### src/rtl/common_types_pkg.sv
// common_types_pkg: shared widths, types, multiplier FSM states and a sign-magnitude helper.
package common_types_pkg;
  localparam int MULT_WIDTH = 32;
  typedef logic [MULT_WIDTH-1:0] word_t;
  typedef logic [2*MULT_WIDTH-1:0] dword_t;
  typedef enum logic [1:0] {IDLE, CALC, DONE} mult_state_t;
  function automatic word_t magnitude(word_t v, logic s);
    return (s && v[MULT_WIDTH-1]) ? -v : v;
  endfunction
endpackage

### src/rtl/mult_step.sv
// mult_step: one shift-add slice, acc + mcand * chunk for a BPC-bit multiplier chunk.
module mult_step
  import common_types_pkg::*;
#(
  parameter int BPC = 2
) (
  input  dword_t         acc,
  input  dword_t         mcand,
  input  logic [BPC-1:0] chunk,
  output dword_t         sum
);
  dword_t pp;
  always_comb begin
    pp = '0;
    for (int i = 0; i < BPC; i++) pp = pp + (chunk[i] ? mcand << i : dword_t'(0));
    sum = acc + pp;
  end
endmodule

### src/rtl/mult_unit.sv
// mult_unit: iterative 32x32 shift-add multiplier (MUL/MULH/MULHSU/MULHU) that stalls execute until done.
module mult_unit
  import common_types_pkg::*;
#(
  parameter int BITS_PER_CYCLE = 2,
  parameter bit EARLY_OUT      = 1
) (
  input  logic  CLK,
  input  logic  nRST,
  input  logic  start,
  input  logic  flush,
  input  word_t a,
  input  word_t b,
  input  logic  mult_half,
  input  logic  signed_a,
  input  logic  signed_b,
  output logic  stall,
  output logic  done,
  output word_t result
);
  localparam int ITER = MULT_WIDTH / BITS_PER_CYCLE;
  localparam int CW   = ITER > 1 ? $clog2(ITER) : 1;
  mult_state_t state, next_state;
  logic [CW-1:0] count;
  dword_t mcand, prod, step_sum, final_prod;
  word_t mplier;
  logic neg, half, zero_op, last;
  assign zero_op    = EARLY_OUT && (a == '0 || b == '0);
  assign last       = count == CW'(ITER - 1);
  assign final_prod = neg ? -step_sum : step_sum;
  mult_step #(.BPC(BITS_PER_CYCLE)) u_step (
    .acc  (prod),
    .mcand(mcand),
    .chunk(mplier[BITS_PER_CYCLE-1:0]),
    .sum  (step_sum)
  );
  always_comb begin
    next_state = IDLE;
    stall      = 1'b0;
    done       = 1'b0;
    if (!flush) begin
      case (state)
        IDLE: begin
          stall      = start;
          next_state = start ? (zero_op ? DONE : CALC) : IDLE;
        end
        CALC: begin
          stall      = 1'b1;
          next_state = last ? DONE : CALC;
        end
        default: done = 1'b1;
      endcase
    end
  end
  // Sign is stripped on entry and reapplied to the 64-bit product on the final step.
  always_ff @(posedge CLK or negedge nRST) begin
    if (!nRST) begin
      state  <= IDLE;
      count  <= '0;
      mcand  <= '0;
      prod   <= '0;
      mplier <= '0;
      neg    <= 1'b0;
      half   <= 1'b0;
      result <= '0;
    end else begin
      state <= next_state;
      if (state == IDLE && start && !flush) begin
        mcand  <= dword_t'(magnitude(a, signed_a));
        mplier <= magnitude(b, signed_b);
        neg    <= (signed_a & a[MULT_WIDTH-1]) ^ (signed_b & b[MULT_WIDTH-1]);
        half   <= mult_half;
        prod   <= '0;
        count  <= '0;
        if (zero_op) result <= '0;
      end else if (state == CALC && !flush) begin
        prod   <= step_sum;
        mcand  <= mcand << BITS_PER_CYCLE;
        mplier <= mplier >> BITS_PER_CYCLE;
        count  <= count + 1'b1;
        if (last) result <= half ? final_prod[2*MULT_WIDTH-1:MULT_WIDTH] : final_prod[MULT_WIDTH-1:0];
      end
    end
  end
endmodule

### config.mk
export PLATFORM = sky130hd
export DESIGN_NAME = mult_unit
export DESIGN_NICKNAME = d
export VERILOG_FILES = /design/src/rtl/common_types_pkg.sv /design/src/rtl/mult_step.sv /design/src/rtl/mult_unit.sv
export SDC_FILE = /design/constraint.sdc
export NUM_CORES = 1
export LEC_CHECK = 0
export BUFFER_PORTS_ARGS = -buffer_cell sky130_fd_sc_hd__buf_2
export CORE_MARGIN = 3
export CORE_UTILIZATION = 40
export CTS_CLUSTER_SIZE = 20
export DETAILED_ROUTE_END_ITERATION = 12
export SETUP_SLACK_MARGIN = 0.2
export SLEW_MARGIN = 20
export SYNTH_ARGS = -nofsm -noshare
export SYNTH_HDL_FRONTEND = slang
export SYNTH_SLANG_ARGS = --single-unit
### constraint.sdc
create_clock -name CLK -period 6.6 [get_ports CLK]
set_input_delay 1.32 -clock CLK [delete_from_list [all_inputs] [get_ports CLK]]
set_output_delay 1.32 -clock CLK [all_outputs]
set_load 0.05 [all_outputs]
==> flow_summary.toml <==
[status]
outcome = "completed"

[layout]
fin_nets = 2474
fillers = 4445
diodes = 0
drive_gt1_share_pct = 11.64
final_area_sq_mm = 0.02003
areaGrowthSynthToFinish_pct = 10.88

[timing]
worst_slack_ps = 428.1
drv_slew = 0
hold_viol_final = 0
fmax_ghz = 0.1620
tns_ps = 0
relSlewSlack_pct = 14.59
period_share_pct = 93.51
grt_setup_unrepaired = "false"
setup_violations = 0
fin_skew_ps = 15.92
tightestPinTransition_ps = 1249
fin_crit_ps = 6172

[die]
core_area_sq_mm = 0.04441
die_h_microns = 218.5
dieArea_sq_mm = 0.04776
pin_count = 105
die_w_microns = 218.5
start_util_pct = 40.68
core.rowCount = 77

[clock_tree]
clock_latency_ps = 510
tritoncts = "done"
cts_max_path_buffers = 2
clkSlewWorstSetupHoldPaths_ps = 90
clkSinkCount = 200
cts_max_level = 4
numCtsBuffers = 17
holdBufCountCts = 0
cts_root_buf = "clkbuf_16"

[worst_setup_path]
critPathMaxFanout = 32
crit_chain = "buf_4 > and2_1 > fa_1 > ha_1 > nand4_1 > nor2_1 > nand3_1 > a2111oi_0 > nor3_1 > xnor2_1 > or2_0 > or4_1 > or3_4 > or3_1 > a32o_1"
endpoint_kind = "flop"
crit_buf_inv = 1
max_stage_delay_ps = 990
slowest_stage = "a2111oi_0"
critical_path_arrival_ps = 6570
required_ps = 7000
cp-start-kind = "flop"
critPathTopFamily = "simple AND/OR/NAND/NOR gates"
path_class = "flop to flop"

[grt]
gr-usage-all-layers_pct = 27.39
grt_overflow = 0
grt_pass1_vias = 17019
grt_max_degree = 124
grt_pass1_wl_mm = 100.9
antenna_found_initial = 1

[drt]
first_pass_iters = 6
detail_route.wl_per_cell_microns = 22.63
drt_first_iter_violations = 1569
vias = 17669
wirelength_mm = 65.12
ant_nets = 0
drc = 0
viasPerCell = 6.139

[synth]
synthArstFlopShare_pct = 100.0
avgSynthCellArea_sq_um = 8.179
ys.warnings.count = 0
ys_seq_elements = 200
syn-cell-area_sq_mm = 0.01807
ys_seq_area_share_pct = 27.70
postSynthCellCount = 2209
synth_flop_cell = "dfrtp_1"
syn-num-nets = 2410
synth_cell_types = 94
synth_edf_count = 0

[power_and_ir_drop]
p_per_area_mw_per_mm2 = 294.3
peakVddDrop_uv = 196.5
leakage_nw = 8.808

[flow_run]
maxCapViolCount = 0

[placed_design]
place_hpwl_mm = 50.53
gp_congestion = 1.032
pre_cts_ws_ps = 204.6
dpl_cell_area_sq_mm = 0.01942
port-buffer-count = 104

[hold_path]
hp-class = "flop to flop"
[path summary, 6_finish.rpt]
kind / start / depth (start not counted) / slack, ps / to
setup / recovery: mplier[0] / 15 / 430 / result[28]
hold / removal: result[2] / 1 / 480 / result[2]
setup reg to reg: mplier[0] / 15 / 430 / result[28]
hold reg to reg: result[2] / 1 / 480 / result[2]
max in group asynchronous: nRST / 2 / 4680 / neg
min in group asynchronous: nRST / 1 / 760 / prod[42]
[where the power goes]
part | internal (mW) | total (mW) | switching, mW
sequential | 1.41 | 1.62 | 0.210
clock | 0.543 | 1.13 | 0.591
combinational | 1.13 | 3.14 | 2.01
total | 3.08 | 5.89 | 2.82
[registers in the layout (all words and copies together), names as in the netlist]
register	cells
state	2
neg	1
mplier	32
result	32
prod	64
mcand	64
count	4
half	1
[metrics by stage]
stage | utilization (%) | power, mW | hold WS [ps] | instances
floorplan | - | 3.609 | 446.2 | 2209
global placement | 43.72 | 4.668 | 461.2 | 2846
detailed placement | 43.72 | 4.706 | 468.3 | 2846
CTS | 45.10 | 5.864 | 488.8 | 2878
global route | 45.11 | 6.243 | 502.3 | 2878
finish | 45.11 | 5.895 | 482.1 | 2878
[metal layers]
metal  up-vias  GRT usage (%)  part of all wire [%]
li1       8153              -                     -
met4         0          10.31                   3.4
met1      8729          38.20                    45
met2       682          41.81                    44
met5         -              0                     0
met3       105          5.687                   8.0
[area by class of cell]
class	count	area (sq um)	area share, %
Timing Repair Buffer	179	1119	5.584
Sequential cell	200	5009	25.00
Inverter	33	123.9	0.6183
Clock inverter	15	181.4	0.9056
Clock buffer	17	425.4	2.124
Multi-Input combinational cell	1842	12430	62.07
Tap cell	592	740.7	3.697
[cells by family (layout without fill, tap and decap cells)]
logic type	Yosys count	after routing	synth area share, %
xor+xnor	129	129	6.253
buf+inv	167	244	3.643
simple gates	884	884	24.53
mux	23	23	1.413
fa+ha+maj	130	130	11.62
compound gates	676	676	24.84
flops	200	200	27.70
[cells in the mapped netlist (51+ instances only)]
cell type / n / share of area (%)
a21oi_1: 168 / 4.7
and2_1: 143 / 5.0
clkbuf_1: 113 / 2.3
dfrtp_1: 200 / 28
fa_1: 63 / 7.0
ha_1: 67 / 4.6
nand2_1: 305 / 6.3
nor2_1: 161 / 3.3
nor3_1: 51 / 1.4
o21ai_0: 140 / 3.9
xnor2_1: 72 / 3.5
xor2_1: 57 / 2.8
[timing repair]
action | CTS | global route
gates resized for setup | 1 | 3
endpoints found under the setup margin | 1 | 18
setup buffers | 0 | 0
[layout by cell type, fill, tap and decap left out, types with 8 or more instances in the layout]
cell	Yosys	layout
and4_1	15	15
nor2_1	161	160
nor3b_1	8	8
a211oi_1	20	20
o21ai_0	140	140
nand2_1	305	303
buf_4	0	73
o21a_1	10	10
xnor2_1	72	72
clkbuf_16	0	17
buf_2	13	103
and3_1	14	14
a22o_1	48	48
a21oi_1	168	168
or4_1	10	10
mux2_2	9	9
or2_2	8	8
o21bai_1	8	8
nor3_1	51	49
nand4_1	41	41
nand3b_1	9	9
a22oi_1	49	49
nand2b_1	13	13
nand3_1	29	29
o41ai_1	20	20
and2_1	143	143
or3_1	26	26
a31oi_1	37	37
a21o_1	20	20
o211ai_1	11	11
inv_1	33	33
nor4_1	20	20
o31ai_1	27	27
mux2i_1	12	12
o21ai_1	18	18
fa_1	63	63
ha_1	67	67
dfrtp_1	200	197
xor2_1	57	57
Power figures use the tool's default switching activity.
